## src/rtl/dmem_arb_pkg.sv

```systemverilog
// Shared types and default widths for the two-port data-memory arbiter.
package dmem_arb_pkg;
    localparam int DMEM_ADDR_W = 13;
    localparam int DMEM_DATA_W = 32;

    typedef enum logic [1:0] {
        IDLE  = 2'd0,
        ISSUE = 2'd1,
        RESP  = 2'd2
    } arb_state_t;
endpackage

```

## src/rtl/rr_pick2.sv

```systemverilog
// Two-request round-robin picker: a lone request always wins, a tie goes to ptr.
module rr_pick2 (
    input  logic [1:0] req,
    input  logic       ptr,
    output logic [1:0] grant
);
    always_comb begin
        grant = 2'b00;
        if (req == 2'b11) begin
            grant = ptr ? 2'b10 : 2'b01;
        end else begin
            grant = req;
        end
    end
endmodule

```

## src/rtl/dmem_arbiter.sv

```systemverilog
// Two-port arbiter in front of a single-ported data memory; one transaction
// in flight, fixed IDLE -> ISSUE -> RESP sequence with round-robin on ties.
module dmem_arbiter
    import dmem_arb_pkg::*;
#(
    parameter int ADDR_W = DMEM_ADDR_W,
    parameter int DATA_W = DMEM_DATA_W
) (
    input  logic              clk,
    input  logic              rst_n,
    input  logic              p0_valid,
    input  logic              p0_we,
    input  logic [ADDR_W-1:0] p0_addr,
    input  logic [DATA_W-1:0] p0_wdata,
    output logic              p0_ready,
    output logic              p0_rvalid,
    output logic [DATA_W-1:0] p0_rdata,
    input  logic              p1_valid,
    input  logic              p1_we,
    input  logic [ADDR_W-1:0] p1_addr,
    input  logic [DATA_W-1:0] p1_wdata,
    output logic              p1_ready,
    output logic              p1_rvalid,
    output logic [DATA_W-1:0] p1_rdata,
    output logic [ADDR_W-1:0] mem_address,
    output logic [DATA_W-1:0] mem_write_data,
    output logic              mem_memread,
    output logic              mem_memwrite,
    input  logic [DATA_W-1:0] mem_read_data
);
    arb_state_t        state;
    arb_state_t        state_nxt;
    logic              ptr;
    logic              owner;
    logic              cmd_we;
    logic [ADDR_W-1:0] cmd_addr;
    logic [DATA_W-1:0] cmd_wdata;
    logic [1:0]        grant;
    logic              hs;

    rr_pick2 u_pick (
        .req   ({p1_valid, p0_valid}),
        .ptr   (ptr),
        .grant (grant)
    );

    assign hs       = (state == IDLE) && (|grant);
    assign p0_ready = (state == IDLE) && grant[0];
    assign p1_ready = (state == IDLE) && grant[1];

    always_comb begin
        state_nxt = state;
        case (state)
            IDLE:    if (|grant) state_nxt = ISSUE;
            ISSUE:   state_nxt = RESP;
            RESP:    state_nxt = IDLE;
            default: state_nxt = IDLE;
        endcase
    end

    // Command and owner are captured only at the handshake, so the memory
    // address/data lines hold their value until the next grant.
    always_ff @(posedge clk or negedge rst_n) begin
        if (!rst_n) begin
            state     <= IDLE;
            ptr       <= 1'b0;
            owner     <= 1'b0;
            cmd_we    <= 1'b0;
            cmd_addr  <= '0;
            cmd_wdata <= '0;
        end else begin
            state <= state_nxt;
            if (hs) begin
                ptr       <= grant[0];
                owner     <= grant[1];
                cmd_we    <= grant[1] ? p1_we    : p0_we;
                cmd_addr  <= grant[1] ? p1_addr  : p0_addr;
                cmd_wdata <= grant[1] ? p1_wdata : p0_wdata;
            end
        end
    end

    // Strobes and rvalid decode straight from state so an asynchronous reset
    // removes them immediately.
    assign mem_address    = cmd_addr;
    assign mem_write_data = cmd_wdata;
    assign mem_memwrite   = (state == ISSUE) && cmd_we;
    assign mem_memread    = (state == ISSUE) && !cmd_we;

    assign p0_rvalid = (state == RESP) && !owner;
    assign p1_rvalid = (state == RESP) && owner;
    assign p0_rdata  = mem_read_data;
    assign p1_rdata  = mem_read_data;
endmodule

```

## config.mk

```make
export PLATFORM = sky130hd
export DESIGN_NAME = dmem_arbiter
export DESIGN_NICKNAME = d
export VERILOG_FILES = /design/src/rtl/dmem_arb_pkg.sv /design/src/rtl/rr_pick2.sv /design/src/rtl/dmem_arbiter.sv
export SDC_FILE = /design/constraint.sdc
export NUM_CORES = 1
export LEC_CHECK = 0
export CAP_MARGIN = 20
export CORE_ASPECT_RATIO = 1.2
export CORE_MARGIN = 5
export CORE_UTILIZATION = 31
export CTS_BUF_LIST = sky130_fd_sc_hd__clkbuf_16
export DETAILED_ROUTE_END_ITERATION = 12
export PLACE_DENSITY = 0.77
export SYNTH_ARGS = -nofsm -noshare
export SYNTH_HDL_FRONTEND = slang
export SYNTH_HIERARCHICAL = 1
export SYNTH_SLANG_ARGS = --single-unit
```

## constraint.sdc

```tcl
create_clock -name clk -period 1.56 [get_ports clk]
set_input_delay 0.39 -clock clk [delete_from_list [all_inputs] [get_ports clk]]
set_output_delay 0.39 -clock clk [all_outputs]
set_load 0.1 [all_outputs]
```

==> results.yml <==
status:
  outcome: "finished with violations"
  failing_checks: "setup timing"
clocking:
  master_cell_of_the_clock_root_buffer: "sky130_fd_sc_hd__clkbuf_16"
  maximum_root_to_sink_buffer_count: 2
  clock-sinks: 50
  cts_inserted_buffers: 5
  cts_tree: "done"
  cts_max_level: 2
  clkSlewWorstSetupHoldPaths_ps: 60
  worstSkewPairLatency_ps: 290
setup_path:
  critPathMaxFanout: 3
  required_time_reported_for_the_critical_path_endpoint_ps: 1170
  crit_chain: "dlygate4sd2_1, a21boi_4, buf_6, nand2_4, clkinvlp_4, buf_12"
  critical_path.endpoint_type: "output port"
  crit_start: "p1_valid"
  crit_path_top_delay_cell: "sky130_fd_sc_hd__a21boi_4"
  critical_path.reg2reg.startpoint: "ptr$_DFFE_PN0P_"
  cpPeakStageDelay_ps: 250
  worstPathArrival_ps: 1310
  critPathLaunchType: "input pin"
  worst-setup-path-type: "in2out"
global_routing:
  grt_antenna_before_repair: 0
  grt_pass1_vias: 2463
  groute.usage.overall_pct: 14.1
  residual_overflow_from_global_routing: 0
  wire_length_of_the_first_global_routing_pass_um: 13200
  grt_max_degree: 51
synth:
  post_synth.cell_area_avg_sq_um: 13.8
  synth.net_count: 360
  yosysTopAreaCellShare_pct: 39.2
  ys_types: 17
  synth_cells: 232
  synth_seq_area_share_pct: 39.2
  post_synth_instance_area_sq_um: 3190
  largest_area_contributor_in_the_netlist: "sky130_fd_sc_hd__dfrtp_1"
  ys_warns: 6
  synth_top_cells_by_area: "sky130_fd_sc_hd__dfrtp_1, sky130_fd_sc_hd__mux2_4, sky130_fd_sc_hd__buf_4, sky130_fd_sc_hd__mux2_2, sky130_fd_sc_hd__buf_6"
  yosys_register_bits: 50
timing:
  fin_worst_hold_slack_ps: 91.3
  min_period_ps: 1700
  clock_skew_ps: 4.45
  report.final.hold_viol_count: 0
  maxSlewViolCount: 0
  max_clock_freq_mhz: 587
  tightest_slew_ps: 280
  setup-violations-final: 52
  rsz0062_at_grt: "yes"
  worst_slack_ps: -145
  maxSlewHeadroom_pct: 81.3
  period_utilisation_layout_pct: 109
finish:
  layout.cells.most_common: "sky130_fd_sc_hd__clkdlybuf4s50_1"
  most-common-layout-cells: "sky130_fd_sc_hd__clkdlybuf4s50_1, sky130_fd_sc_hd__mux2_4, sky130_fd_sc_hd__buf_12"
  num_antenna_cells: 0
  layout-drive-gt1-share_pct: 55.8
  area_delta_synth_final_pct: 68.6
  nNetsFinal: 458
  fillers: 834
routing:
  via_per_inst: 4.55
  route.detailed.drc: 0
  final_antenna_violating_net_count: 0
  detail_route.iter0.violations: 44
  drtPass1Iterations: 4
  detail_route.wl_per_cell_um: 18.8
  num_vias: 2077
  total_routed_wirelength_um: 8590
die:
  core_region_area_sq_um: 10100
  chipHeight_um: 121
  placement_rows: 40
  floorplan.io_pins: 243
  die_x_extent_um: 103
  die_area_sq_um: 12400
  start_util_pct: 31.7
flow_run:
  drv_cap: 0
worst_hold_path:
  worst_hold_path_type: "in2async"
place:
  place.detailed.hpwl_um: 5870
  gpl.final_weighted_congestion: 0.735
  portBuffers: 146
==> critical path: cells and delay by family <==
family | cells | cell delay (ps)
AO/OA/AOI/OAI | 1 | 250
buffers and inverters | 4 | 610
AND/OR/NAND/NOR | 1 | 50
==> registers in the layout, indices dropped and copies added (netlist names) <==
name            flops
mem_address        13
mem_write_data     32
ptr                 1
state               2
owner               1
cmd_we              1
==> per-layer routing <==
| layer | track usage, % | share of wire, % | vias to the layer above |
|---|---|---|---|
| met2 | 25.3 | 55 | 83 |
| met5 | 0 | 0 | - |
| met1 | 15.3 | 34 | 1029 |
| met4 | 5.74 | 3.3 | 0 |
| li1 | - | - | 930 |
| met3 | 3.97 | 6.8 | 35 |
==> through the flow <==
| stage | setup slack (ps) | TNS [ps] | util, % | area [sq um] | cells |
|---|---|---|---|---|---|
| 4_1_cts | -150 | -5460 | 53.8 | 5410 | 457 |
| 2_1_floorplan | -153 | -530 | - | 3240 | 232 |
| 3_3_place_gp | -588 | -26390 | 48.7 | 4900 | 438 |
| 3_5_place_dp | -630 | -28030 | 48.7 | 4900 | 438 |
| 6_report | -145 | -5130 | 53.5 | 5380 | 456 |
| 5_1_grt | -228 | -9300 | 53.5 | 5380 | 456 |
==> cell usage after synthesis (all sizes together) <==
master / n
o21ai: 1
and2: 2
inv: 3
dfrtp: 50
nor2b: 2
nor3b: 2
a21boi: 2
a21o: 1
nor2: 1
mux2: 92
buf: 74
o21a: 1
nand2: 1
==> logic make-up (layout without fill, tap and decap cells) <==
family,count (synthesis),after routing,synth area share [%]
flops,50,50,39.2
buf+inv,77,175,18.9
compound gates,5,5,1.10
simple gates,8,8,1.57
mux,92,92,39.3
==> final cells by class <==
cell class	instances	area, sq um	share of cell area [%]
clock buffer	5	125	2.32
clock inverter	2	7.51	0.139
inverter	3	15.0	0.279
multi-input combinational	105	1500	27.9
sequential	50	1250	23.3
tap	126	158	2.93
timing repair buffer	165	2320	43.2
==> path summary, 6_finish.rpt <==
| kind | end | slack, ps | cells after the start |
|---|---|---|---|
| setup / recovery | p1_ready | -140 | 6 |
| hold / removal | mem_write_data[25]$_DFFE_PN0P_ | 90 | 2 |
| setup reg to reg | mem_write_data[10]$_DFFE_PN0P_ | -140 | 7 |
| hold reg to reg | state[1]$_DFFE_PN0P_ | 540 | 1 |
| max in group asynchronous | state[1]$_DFFE_PN0P_ | 1220 | 2 |
| min in group clk | state[1]$_DFFE_PN0P_ | 540 | 1 |
==> repair_timing <==
action	in CTS	in global routing
resized for setup	47	1
hold buffers	0	0
pin swaps	2	1
setup buffers	7	0
gates cloned	5	0
endpoints found under the setup margin	52	52
endpoints found under the hold margin	0	0
Power is left out: the tool's default activity adds up to more than one toggle a clock period on the data nets, which glitch-free logic cannot reach.
